## config.mk

```make
export PLATFORM = sky130hd
export DESIGN_NAME = rns_fwd_converter
export DESIGN_NICKNAME = d
export VERILOG_FILES = /design/src/rtl/rns_fwd_converter.sv
export SDC_FILE = /design/constraint.sdc
export NUM_CORES = 1
export LEC_CHECK = 0
export BUFFER_PORTS_ARGS = -buffer_cell sky130_fd_sc_hd__buf_2
export CAP_MARGIN = 20
export CELL_PAD_IN_SITES_DETAIL_PLACEMENT = 0
export CELL_PAD_IN_SITES_GLOBAL_PLACEMENT = 2
export CORE_ASPECT_RATIO = 0.6
export CORE_UTILIZATION = 25
export CTS_CLUSTER_DIAMETER = 120
export DETAILED_ROUTE_END_ITERATION = 10
export HOLD_SLACK_MARGIN = 0.05
export MAX_ROUTING_LAYER = met4
export PLACE_DENSITY_LB_ADDON = 0.3
export SYNTH_ARGS = -nofsm -noshare
export SYNTH_HDL_FRONTEND = slang
export SYNTH_SLANG_ARGS = --single-unit
```

## constraint.sdc

```tcl
create_clock -name clk -period 8 [get_ports clk]
set_clock_uncertainty 0.2 [all_clocks]
set_input_delay 1.6 -clock clk [delete_from_list [all_inputs] [get_ports clk]]
set_output_delay 1.6 -clock clk [all_outputs]
set_load 0.05 [all_outputs]
```

## src/rtl/rns_fwd_converter.sv

```systemverilog
// Iterative signed binary -> RNS forward converter for moduli {2^N-1, 2^N, 2^N+1}.
// Optional range check enabled by defining RNS_FWD_RANGE_CHK_EN (adds out_ovf).
module rns_fwd_converter #(
  parameter int N = 3
) (
  input  logic           clk,
  input  logic           rst,
  input  logic           in_valid,
  output logic           in_ready,
  input  logic [3*N-1:0] in_x,
  output logic           out_valid,
  input  logic           out_ready,
  output logic [N-1:0]   out_r1,
  output logic [N-1:0]   out_r2,
  output logic [N:0]     out_r3
`ifdef RNS_FWD_RANGE_CHK_EN
  ,
  output logic           out_ovf
`endif
);

  localparam logic [N-1:0] M1   = '1;
  localparam logic [N:0]   M3HI = (N+1)'(1 << N);
  localparam logic [N+1:0] MP1  = (N+2)'((1 << N) + 1);

  typedef enum logic [1:0] {IDLE, ACC, CORR, DONE} state_t;

  state_t         state_q, state_d;
  logic [1:0]     cnt_q, cnt_d;
  logic [3*N-1:0] x_q, x_d;
  logic [N-1:0]   acc1_q, acc1_d;
  logic [N:0]     acc3_q, acc3_d;
  logic [N-1:0]   r2_q, r2_d;
  logic [N-1:0]   out_r1_q, out_r1_d;
  logic [N-1:0]   out_r2_q, out_r2_d;
  logic [N:0]     out_r3_q, out_r3_d;
  logic           out_valid_q, out_valid_d;
  logic           ovf_q, ovf_d;
  logic [N-1:0]   chunk;
  logic [N-1:0]   fin1;

  // End-around carry add; result may be 2^N-1, which aliases 0 until normalised.
  function automatic logic [N-1:0] add_m1(input logic [N-1:0] a, input logic [N-1:0] b);
    logic [N:0] s;
    s = {1'b0, a} + {1'b0, b};
    return s[N-1:0] + {{(N-1){1'b0}}, s[N]};
  endfunction

  function automatic logic [N:0] add_p1(input logic [N:0] a, input logic [N-1:0] c);
    logic [N+1:0] s;
    s = {1'b0, a} + {2'b00, c};
    if (s >= MP1) s = s - MP1;
    return s[N:0];
  endfunction

  function automatic logic [N:0] sub_p1(input logic [N:0] a, input logic [N-1:0] c);
    logic [N+1:0] s;
    if ({1'b0, a} >= {2'b00, c}) s = {1'b0, a} - {2'b00, c};
    else                         s = {1'b0, a} + MP1 - {2'b00, c};
    return s[N:0];
  endfunction

`ifdef RNS_FWD_RANGE_CHK_EN
  localparam logic signed [3*N:0] HALF_M = (3*N+1)'((2**(N-1)) * (2**(2*N) - 1));
  logic signed [3*N:0] xs;
  assign xs = {x_q[3*N-1], x_q};
`endif

  always_comb begin
    chunk = x_q[N-1:0];
    case (cnt_q)
      2'd1:    chunk = x_q[2*N-1:N];
      2'd2:    chunk = x_q[3*N-1:2*N];
      default: chunk = x_q[N-1:0];
    endcase
  end

  // Normalise the 2^N-1 alias first, then apply the -1 sign correction.
  always_comb begin
    fin1 = (acc1_q == M1) ? '0 : acc1_q;
    if (x_q[3*N-1]) fin1 = (fin1 == '0) ? M1 - 1'b1 : fin1 - 1'b1;
  end

  always_comb begin
    state_d     = state_q;
    cnt_d       = cnt_q;
    x_d         = x_q;
    acc1_d      = acc1_q;
    acc3_d      = acc3_q;
    r2_d        = r2_q;
    out_r1_d    = out_r1_q;
    out_r2_d    = out_r2_q;
    out_r3_d    = out_r3_q;
    out_valid_d = out_valid_q;
    ovf_d       = ovf_q;
    case (state_q)
      IDLE: begin
        if (in_valid) begin
          x_d     = in_x;
          acc1_d  = '0;
          acc3_d  = '0;
          cnt_d   = 2'd0;
          state_d = ACC;
        end
      end
      ACC: begin
        acc1_d = add_m1(acc1_q, chunk);
        acc3_d = (cnt_q == 2'd1) ? sub_p1(acc3_q, chunk) : add_p1(acc3_q, chunk);
        if (cnt_q == 2'd0) r2_d = chunk;
        if (cnt_q == 2'd2) state_d = CORR;
        else               cnt_d   = cnt_q + 2'd1;
      end
      CORR: begin
        out_r1_d    = fin1;
        out_r2_d    = r2_q;
        out_r3_d    = x_q[3*N-1] ? ((acc3_q == M3HI) ? '0 : acc3_q + 1'b1) : acc3_q;
        out_valid_d = 1'b1;
`ifdef RNS_FWD_RANGE_CHK_EN
        ovf_d       = (xs >= HALF_M) || (xs < -HALF_M);
`endif
        state_d     = DONE;
      end
      DONE: begin
        if (out_ready) begin
          out_valid_d = 1'b0;
          ovf_d       = 1'b0;
          state_d     = IDLE;
        end
      end
      default: state_d = IDLE;
    endcase
  end

  always_ff @(posedge clk) begin
    if (rst) begin
      state_q     <= IDLE;
      cnt_q       <= '0;
      x_q         <= '0;
      acc1_q      <= '0;
      acc3_q      <= '0;
      r2_q        <= '0;
      out_r1_q    <= '0;
      out_r2_q    <= '0;
      out_r3_q    <= '0;
      out_valid_q <= 1'b0;
      ovf_q       <= 1'b0;
    end else begin
      state_q     <= state_d;
      cnt_q       <= cnt_d;
      x_q         <= x_d;
      acc1_q      <= acc1_d;
      acc3_q      <= acc3_d;
      r2_q        <= r2_d;
      out_r1_q    <= out_r1_d;
      out_r2_q    <= out_r2_d;
      out_r3_q    <= out_r3_d;
      out_valid_q <= out_valid_d;
      ovf_q       <= ovf_d;
    end
  end

  assign in_ready  = (state_q == IDLE);
  assign out_valid = out_valid_q;
  assign out_r1    = out_r1_q;
  assign out_r2    = out_r2_q;
  assign out_r3    = out_r3_q;
`ifdef RNS_FWD_RANGE_CHK_EN
  assign out_ovf   = ovf_q;
`else
  logic unused_ovf;
  assign unused_ovf = ovf_q;
`endif

endmodule

```

==> key figures, run 1 <==
Timing
  • Period minus WS final: 3.85 ns
  • Setup violators final: 0
  • Slew @ Worst Pin: 0.876 ns
  • Final hold violation count: 0
  • Fmax: 260 MHz
  • Relative slew slack: 41.6%
  • Setup TNS: 0 ns
  • Final Cycle Share: 48.1%
  • Final slew viol count: 0
  • RSZ-0062 raised after global routing: no

Floorplanning
  • Num rows: 27
  • Ports: 25
  • Die Height: 77.9 um
  • Die width: 128 um
  • Die area: 10000 um2
  • Core ar.: 9260 um2
  • Initial Util: 25.9%

Final layout
  • Diodes inserted: 0
  • P&R area growth vs syn: 16.1%
  • Final nets: 354
  • Share of layout cells above drive strength 1: 12.0%

Critical path
  • Max FO, Critical Path: 11
  • Crit. path cell count: 11
  • Reg2Reg Setup Slack: 4.15 ns
  • Crit. End Element: flop
  • Cells along the critical path: inv_1 -> ha_1 -> a22oi_1 -> a21oi_1 -> ha_1 -> inv_1 -> ha_1 -> fa_1 -> mux2i_1 -> a221oi_2 -> a22o_1
  • Type of origin of the critical path: flop
  • Worst Reg-to-Reg Cells: 11
  • Max stage delay on crit path: 0.73 ns
  • Worst EP arrival: 3.82 ns
  • Critical path class: flop to flop
  • Most common cell on crit path: ha_1
  • CP max-delay cell: a21oi_1
  • Data required, critical path: 7.97 ns
  • Crit path max-delay family: adder cells
  • CP Buf/Inv Count: 2

Synthesis
  • Syn_area_per_cell: 8.36 um2
  • Net Count, Synth: 334
  • Share of flip-flops with an asynchronous set or reset: 0%
  • Synth Instances: 287
  • Main flop type after synthesis: dfxtp_1
  • Synth unique cells: 55
  • Commonest cells in the netlist: dfxtp_1 (34), nand2_1 (34), ha_1 (30), nor2_1 (26), a21oi_1 (24)
  • Seq/Total Area, Yosys: 28.4%
  • Synth top area cells: dfxtp_1 (28%), ha_1 (16%), nand2_1 (5.3%)
  • Ys Warns: 0
  • Yosys top cell area share: 28.4%
  • #FFs+latches synth: 34
  • Largest area contributor in the netlist: dfxtp_1
  • Number of synthesized flops with an enable pin: 0
  • Post-Synthesis Cell Area: 2400 um2

Placed design
  • IO buf count: 24
  • Post-DP HPWL: 5000 um
  • RePlAce Congestion: 0.899

Clock tree
  • Clock-pin slew on the worst setup and hold paths: 0.05 ns
  • Total setup buffers inserted after CTS: 0
  • Worst-Skew Late Latency: 0.28 ns
  • CTS Hold Bufs: 0
  • CTS sink count: 34
  • PostCTS Resize Cnt: 0
  • CTS tree: built
  • Num CTS Buffers: 5
  • Root Buffer: clkbuf_16
  • H-Tree Depth: 2
  • Maximum clock path buffer count: 2

Worst hold path
  • WHS Path Cells: 2
  • Hold Crit Class: flop to flop

Power
  • Pwr Total: 0.00108 W
  • Lkg Pwr: 1.14 nW
  • Worst vdd ir: 0.000101 V
  • Power Dens Cells: 387 nW/um2

GRT
  • Total grt overflow: 0
  • Initial antenna violation count: 0
  • First-pass GRT wire length: 10400 um
  • Global Route Usage Sum: 14.2%
  • Largest net degree at the start of global routing: 34
  • Vias in the first global route: 1869

Route
  • Wire length per cell: 14.8 um
  • Drt initial violations: 123
  • WL final: 6480 um
  • Via density: 4.69
  • Total number of vias: 2055
  • Final ANT Viol Nets: 0
  • First-pass iteration count of the detailed router: 4
  • DR DRC count: 0

Job
  • Maxcap violations: 0

Status
  • Status: complete, no violations
## final timing paths
check                              start        end
worst max-delay path            cnt_q[1]  acc3_q[2]
worst min-delay path             r2_q[0]    r2_q[0]
worst max register to register  cnt_q[1]  acc3_q[2]
worst min register to register   r2_q[0]    r2_q[0]
## metal layers
layer / up-vias / GRT usage, % / share of wire, %
met5: - / - / 0
met4: 0 / 2.12 / 0.42
met3: 5 / 3.31 / 4.4
met2: 41 / 16.1 / 34
met1: 962 / 23.6 / 61
li1: 1047 / - / -
## layout by cell type (no fill, tap or decap), types with 3 or more instances in the layout
cell       instances
nand2_1           34
dfxtp_1           34
ha_1              30
nor2_1            26
a21oi_1           24
buf_2             24
inv_1             23
a22oi_1            8
mux2i_1            7
xnor2_1            7
nand3_1            6
o21ai_0            5
clkbuf_16          5
a211oi_1           4
nand3b_1           4
nor3_1             4
xor2_1             4
o2111ai_1          4
fa_1               4
nand2b_1           3
## kinds of logic after synthesis
| kind of cell | count (synthesis) | synth area share, % |
|---|---|---|
| mux | 9 | 3.86 |
| xor+xnor | 11 | 4.01 |
| fa+ha+maj | 34 | 19.0 |
| compound gates | 70 | 19.8 |
| flops | 34 | 28.4 |
| buf+inv | 35 | 6.20 |
| simple gates | 94 | 18.8 |
## registers in the layout, indices dropped and copies added (netlist names)
signal / cells
x_q: 9
acc3_q: 4
out_r3: 4
acc1_q: 3
out_r1: 3
out_r2: 3
r2_q: 3
cnt_q: 2
state_q: 2
out_valid: 1
## final cells by class
type                    count  area, um2
clock inverters             1       30.0
clock buffers               7        133
well taps                 130        163
multi-input cells         218       1570
repair buffers             24        120
inverters                  24       90.1
flip-flops and latches     34        681
fillers                  1010       6470
## power breakdown
group	switching, W	internal, W	leakage [nW]
Combinational	0.000392	0.000227	0.783
Sequential	0.0000355	0.000204	0.276
Clock	0.0000720	0.000147	0.0781
## metrics by stage
step	instances	area [um2]	util [%]	hold WS (ns)	worst slack [ns]
2_1_floorplan	287	2400	-	0.236	4.71
3_5_place_dp	430	2620	28.3	0.254	4.20
4_1_cts	438	2790	30.1	0.261	4.18
3_3_place_gp	430	2620	28.3	0.255	4.24
6_report	438	2790	30.1	0.257	4.15
5_1_grt	438	2790	30.1	0.280	3.87
## tightest hold or removal path, cell delays in order, from the launching register on
cell     delay [ns]
dfxtp_1        0.31
nand2_1        0.05
a21oi_1        0.05
Power figures use the tool's default switching activity.
==> inputs of run 2 (changes only) <==
Settings changed: ABC_AREA set to 1.
Clock period 8 ns to 3.6 ns, I/O delays scaled along.
==> run 2 against run 1 <==
- area after synthesis is 3.9% lower
- global-route usage about the same
- hold slack better by 0.013 ns
- combinational power up 130%
- die area fell by 3.8%
- critical endpoint is now acc3_q[1]
==> key figures, run 2 <==
Placed design
  • RePlAce Congestion: 0.836 (-7.0%)
  • Post-DP HPWL: 4830 um (-3.2%)
  • IO buf count: 24 (unchanged)
  • Placed Area: 2560 um2 (-2.3%)

Timing
  • Fmax: 309 MHz (+19%)
  • Setup TNS: 0 ns (unchanged)
  • Period minus WS final: 3.24 ns (-0.610 ns)
  • Slew @ Worst Pin: 0.571 ns (-0.305 ns)
  • Final Cycle Share: 89.9% (+42 points)
  • RSZ-0062 raised after global routing: no
  • Final hold violation count: 0 (unchanged)
  • Relative slew slack: 61.9% (+20 points)
  • Final slew viol count: 0 (unchanged)
  • Setup violators final: 0 (unchanged)

Critical path
  • Data required, critical path: 3.55 ns (-4.42 ns)
  • Critical path class: flop to flop
  • Max FO, Critical Path: 7 (-4)
  • Worst R2R End: acc3_q[1]
  • Reg2Reg Setup Slack: 0.36 ns (-3.79 ns)
  • Worst EP arrival: 3.19 ns (-0.63 ns)
  • Worst Reg-to-Reg Cells: 17 (+6)
  • Type of origin of the critical path: flop
  • Reg-to-Reg Start: cnt_q[0]
  • Crit. End Element: flop

Final layout
  • Number of flip-flops in the largest register: 9 (unchanged)
  • Most common cell after layout, fill and taps aside: nand2_1
  • P&R area growth vs syn: 17.6%
  • Most frequent cells in the layout: nand2_1 (54), inv_1 (35), dfxtp_1 (34), ha_1 (30), nor2_1 (28)
  • Most flop-heavy register: x_q
  • Diodes inserted: 0 (unchanged)
  • Final Instance Area: 2710 um2 (-2.6%)
  • Final nets: 381 (+7.6%)
  • Share of layout cells above drive strength 1: 17.6% (+5.6 points)

Clock tree
  • Root Buffer: clkbuf_16
  • CTS sink count: 34 (unchanged)
  • H-Tree Depth: 2 (unchanged)
  • Clock-pin slew on the worst setup and hold paths: 0.06 ns (about the same)
  • CTS tree: built
  • Worst-Skew Late Latency: 0.28 ns (about the same)
  • CTS Hold Bufs: 0 (unchanged)
  • Total setup buffers inserted after CTS: 0 (unchanged)
  • Maximum clock path buffer count: 2 (unchanged)
  • Num CTS Buffers: 5 (unchanged)

Power
  • Power Dens Cells: 883 nW/um2 (+130%)
  • Worst vdd ir: 0.000244 V (+140%)
  • Lkg Pwr: 1.28 nW (+12%)

GRT
  • Vias in the first global route: 1871 (+0.11%)
  • Initial antenna violation count: 0 (unchanged)
  • First-pass GRT wire length: 10100 um (-3.2%)
  • Total grt overflow: 0 (unchanged)
  • Largest net degree at the start of global routing: 21 (-38%)
  • Global Route Usage Sum: 14.2% (+0.047 points)

Worst hold path
  • Worst Hold End: out_r3[2]
  • WHS Path Cells: 2 (unchanged)
  • Hold path start: out_r3[2]
  • Hold Crit Class: flop to flop

Synthesis
  • #FFs+latches synth: 34 (unchanged)
  • Share of flip-flops with an asynchronous set or reset: 0% (unchanged)
  • Main flop type after synthesis: dfxtp_1
  • Ys Warns: 0 (unchanged)
  • Syn_area_per_cell: 7.54 um2 (-9.8%)
  • Yosys top cell area share: 29.5% (+1.1 points)
  • Synth Instances: 306 (+6.6%)
  • Largest area contributor in the netlist: dfxtp_1
  • Commonest cells in the netlist: nand2_1 (54), inv_1 (35), dfxtp_1 (34), ha_1 (30), nor2_1 (28)
  • Synth top area cells: dfxtp_1 (30%), ha_1 (16%), nand2_1 (8.8%)
  • Net Count, Synth: 353 (+5.7%)
  • Most numerous cell in the Yosys netlist: nand2_1
  • Seq/Total Area, Yosys: 29.5% (+1.1 points)
  • Post-Synthesis Cell Area: 2310 um2 (-3.9%)
  • Number of synthesized flops with an enable pin: 0 (unchanged)
  • Synth unique cells: 39 (-29%)

Job
  • Maxcap violations: 0 (unchanged)

Route
  • First-pass iteration count of the detailed router: 4 (unchanged)
  • WL final: 6160 um (-4.8%)
  • Drt initial violations: 76 (-38%)
  • Top sig layer: met4
  • DR DRC count: 0 (unchanged)
  • Via density: 4.44 (-5.4%)
  • Final ANT Viol Nets: 0 (unchanged)
  • Detail Route met3 WL: 426 um (+51%)
  • M1 WL: 3670 um (-6.8%)
  • Wire length per cell: 13.8 um (-6.8%)
  • Routed length on met2: 2000 um (-9.9%)
  • Total number of vias: 1983 (-3.5%)

Floorplanning
  • Num rows: 26 (-3.7%)
  • Die Height: 76.4 um (-1.9%)
  • Die width: 126 um (-1.9%)
  • Ports: 25 (unchanged)
  • Initial Util: 26.5% (+0.54 points)
  • Core ar.: 8720 um2 (-5.8%)
  • Die area: 9630 um2 (-3.8%)

Status
  • Status: complete, no violations
run 2: cell count changes after synthesis, sizes merged, moves of 6 or more:
cell	delta
o21ai	+15
xnor2	-6
a22oi	-7
mux2i	-7
inv	+17
nand2	+24
nand3	+20
run 2: area by class of cell:
| cell class | instances | area [um2] |
|---|---|---|
| flip-flops and latches | 34 | 681 |
| multi-input cells | 223 | 1430 |
| inverters | 41 | 154 |
| clock buffers | 6 | 139 |
| fillers | 970 | 6000 |
| well taps | 112 | 140 |
| repair buffers | 29 | 158 |
| clock inverters | 2 | 12.5 |
run 2: logic make-up (layout without fill, tap and decap cells):
logic type	Yosys count	count (layout)	synth area share, %
buffers and inverters	49	78	8.51
XOR/XNOR	5	5	1.90
adder cells (fa/ha/maj)	34	34	19.7
flip-flops	34	34	29.5
AND/OR/NAND/NOR	123	123	25.1
AO/OA/AOI/OAI	61	61	15.3
run 2: per-layer routing:
metal  track usage [%]  vias up
li1                  -     1058
met1              22.8      875
met2              16.1       43
met5                 -        -
met3              3.86        7
met4              3.61        0
run 2: report_power, final:
part / internal (W) / switching (W)
Sequential: 0.000476 / 0.0000773
Clock: 0.000274 / 0.000166
Combinational: 0.000486 / 0.000918
Total: 0.00123 / 0.00116
run 2: worst max path at each step:
stage	to	start	depth (start not counted)
CTS	acc3_q[2]	cnt_q[0]	17
floorplan	acc3_q[3]	cnt_q[0]	13
global route	acc3_q[1]	cnt_q[0]	16
detailed placement	acc3_q[1]	cnt_q[0]	16
finish	acc3_q[1]	cnt_q[0]	17
global placement	acc3_q[0]	cnt_q[0]	16
run 2: timing repair:
item | in CTS | in global routing
resized for setup | 0 | 1
endpoints found under the hold margin | 0 | 0
endpoints found under the setup margin | 0 | 3
run 2: metrics by stage:
stage | hold WS, ns | instances | worst slack (ns) | power, W | util, %
after detailed placement | 0.256 | 439 | 0.257 | 0.00196 | 29.4
after CTS | 0.270 | 447 | 0.233 | 0.00243 | 31.1
after global routing | 0.287 | 447 | 0.0925 | 0.00261 | 31.1
after global placement | 0.246 | 439 | 0.392 | 0.00198 | 29.4
after floorplan | 0.235 | 306 | 0.534 | 0.00159 | -
final | 0.270 | 447 | 0.362 | 0.00240 | 31.1
run 2: worst max-delay path: stages (launching register included):
cell and delay (ns):
dfxtp_1 0.35, inv_1 0.09, ha_1 0.40, nand3_1 0.10, o21ai_1 0.15, inv_1 0.16
ha_1 0.25, fa_1 0.54, inv_1 0.08, ha_1 0.20, inv_1 0.07, nand3_2 0.07
nand3_2 0.11, nand2_2 0.07, nand2_1 0.06, nand3_1 0.07, nand3_1 0.08, a21oi_1 0.06
==> inputs of run 3 (changes only) <==
Clock period 3.6 ns to 3.83 ns, I/O delays scaled along.
==> run 3 against run 2 <==
- combinational power fell by 7%
- clock-buffer cell count increased by 1
- register-to-register slack worse by 0.06 ns
- first-iteration DRC count increased by 67%
- cell count decreased by 0.45%
- largest cell class unchanged
==> key figures, run 3 (synthesis results as in run 2) <==
Worst hold path
  • Hold Crit Class: flop to flop

GRT
  • Global Route Usage Sum: 14.5% (+0.29 points)
  • Vias in the first global route: 1945 (+4.0%)
  • First-pass GRT wire length: 10400 um (+2.7%)
  • Total grt overflow: 0 (unchanged)
  • Largest net degree at the start of global routing: 21 (unchanged)
  • Initial antenna violation count: 0 (unchanged)

Clock tree
  • CTS sink count: 34 (unchanged)
  • Clock-pin slew on the worst setup and hold paths: 0.06 ns (about the same)
  • Num CTS Buffers: 5 (unchanged)
  • CTS tree: built
  • Root Buffer: clkbuf_16
  • CTS Hold Bufs: 0 (unchanged)
  • H-Tree Depth: 2 (unchanged)
  • Worst-Skew Late Latency: 0.28 ns (about the same)
  • Maximum clock path buffer count: 2 (unchanged)
  • PostCTS Resize Cnt: 0 (unchanged)
  • Total setup buffers inserted after CTS: 0 (unchanged)

Final layout
  • Diodes inserted: 0 (unchanged)
  • Share of layout cells above drive strength 1: 16.8% (-0.80 points)
  • Most flop-heavy register: x_q
  • Most common cell after layout, fill and taps aside: nand2_1
  • Number of flip-flops in the largest register: 9 (unchanged)
  • P&R area growth vs syn: 16.8%
  • Final nets: 379 (-0.52%)
  • Most frequent cells in the layout: nand2_1 (54), inv_1 (35), dfxtp_1 (34), ha_1 (30), nor2_1 (28)

Timing
  • Final hold violation count: 0 (unchanged)
  • Setup violators final: 0 (unchanged)
  • Final Cycle Share: 92.2% (+2.3 points)
  • RSZ-0062 raised after global routing: no
  • Setup TNS: 0 ns (unchanged)
  • Slew @ Worst Pin: 0.569 ns (-0.00227 ns)
  • Relative slew slack: 62.0% (+0.15 points)
  • Fmax: 283 MHz (-8.3%)
  • Final slew viol count: 0 (unchanged)
  • Hold slack: 0.269 ns (-0.00151 ns)
  • Period minus WS final: 3.53 ns (+0.294 ns)

Route
  • Wire length per cell: 13.9 um (+0.66%)
  • DR DRC count: 0 (unchanged)
  • Final ANT Viol Nets: 0 (unchanged)
  • First-pass iteration count of the detailed router: 7 (+3)
  • WL final: 6170 um (+0.21%)
  • Total number of vias: 2021 (+1.9%)
  • Drt initial violations: 127 (+67%)
  • Via density: 4.54 (+2.4%)

Critical path
  • Crit path max-delay family: adder cells
  • Crit. End Element: flop
  • Worst EP arrival: 3.49 ns (+0.30 ns)
  • Reg2Reg Setup Slack: 0.30 ns (-0.06 ns)
  • Max stage delay on crit path: 0.57 ns (+0.03 ns)
  • Type of origin of the critical path: flop
  • Cells along the critical path: inv_1 -> ha_1 -> o21ai_0 -> inv_1 -> ha_1 -> fa_1 -> inv_1 -> ha_1 -> inv_1 -> nand3_2 -> nand3_2 -> nand2_2 -> nand2_1 -> nand3_1 -> nand3_1 -> a21oi_1
  • Max FO, Critical Path: 7 (unchanged)
  • Data required, critical path: 3.79 ns (+0.24 ns)
  • Critical path class: flop to flop
  • CP Buf/Inv Count: 4 (unchanged)
  • CP max-delay cell: fa_1
  • Most common cell on crit path: inv_1

Placed design
  • RePlAce Congestion: 0.897 (+7.3%)
  • IO buf count: 24 (unchanged)
  • Post-DP HPWL: 4820 um (-0.38%)

Floorplanning
  • Die area: 9630 um2 (unchanged)
  • Initial Util: 26.5% (unchanged)
  • Die width: 126 um (unchanged)
  • Num rows: 26 (unchanged)
  • Die Height: 76.4 um (unchanged)
  • Core ar.: 8720 um2 (unchanged)
  • Ports: 25 (unchanged)

Power
  • Power Dens Cells: 829 nW/um2 (-6.1%)
  • Worst vdd ir: 0.000264 V (+8.4%)
  • Sw Share: 48.5% (about the same)
  • P_sw: 0.00108 W (-6.6%)
  • Reg power frac: 23.6% (+0.5 points)
  • Lkg Pwr: 1.27 nW (-0.69%)
  • Internal power: 0.00115 W (-6.8%)
  • Clk network pwr share: 18.4% (about the same)
  • Comb power frac: 58.0% (-0.6 points)

Job
  • Maxcap violations: 0 (unchanged)

Status
  • Status: complete, no violations
## run 3: metal layers
| layer | GRT usage (%) | wire length, um | vias to the layer above |
|---|---|---|---|
| li1 | - | - | 1057 |
| met3 | 4.63 | 367 | 7 |
| met4 | 3.61 | 57 | 0 |
| met2 | 17.1 | 2020 | 49 |
| met5 | - | 0 | - |
| met1 | 22.4 | 3730 | 908 |
## run 3: power groups by stage
| stage | registers, W | clock network (W) | logic, W |
|---|---|---|---|
| finish | 0.000528 | 0.000411 | 0.00130 |
| global route | 0.000543 | 0.000441 | 0.00147 |
| CTS | 0.000529 | 0.000423 | 0.00130 |
| detailed placement | 0.000535 | 0 | 0.00129 |
| global placement | 0.000535 | 0 | 0.00132 |
| floorplan | 0.000595 | 0 | 0.000903 |
## run 3: layout make-up
type	count	area, um2
multi-input cells	223	1430
clock buffers	7	143
repair buffers	27	143
clock inverters	1	5.00
fillers	978	6020
flip-flops and latches	34	681
inverters	41	154
well taps	112	140
## run 3: final timing paths
path,from,to,cells past startpoint
max,cnt_q[0],acc3_q[0],16
min reg2reg,out_r3[3],out_r3[3],2
min,out_r3[3],out_r3[3],2
max reg2reg,cnt_q[0],acc3_q[0],16
## run 3: worst register-to-register path, stage by stage (launching register included)
cell     delay (ns)
dfxtp_1        0.35
inv_1          0.09
ha_1           0.38
o21ai_0        0.46
inv_1          0.20
ha_1           0.27
fa_1           0.58
inv_1          0.09
ha_1           0.20
inv_1          0.07
nand3_2        0.07
nand3_2        0.10
nand2_2        0.07
nand2_1        0.06
nand3_1        0.07
nand3_1        0.08
a21oi_1        0.06
## run 3: per-stage QoR
step	setup WS (ns)	power (W)	utilization, %	area, um2	instances
6_report	0.298	0.00224	30.9	2700	445
5_1_grt	0.0571	0.00246	30.9	2700	445
4_1_cts	0.295	0.00225	30.9	2700	445
3_5_place_dp	0.312	0.00182	29.2	2550	437
3_3_place_gp	0.282	0.00185	29.2	2550	437
2_1_floorplan	0.764	0.00150	-	2310	306
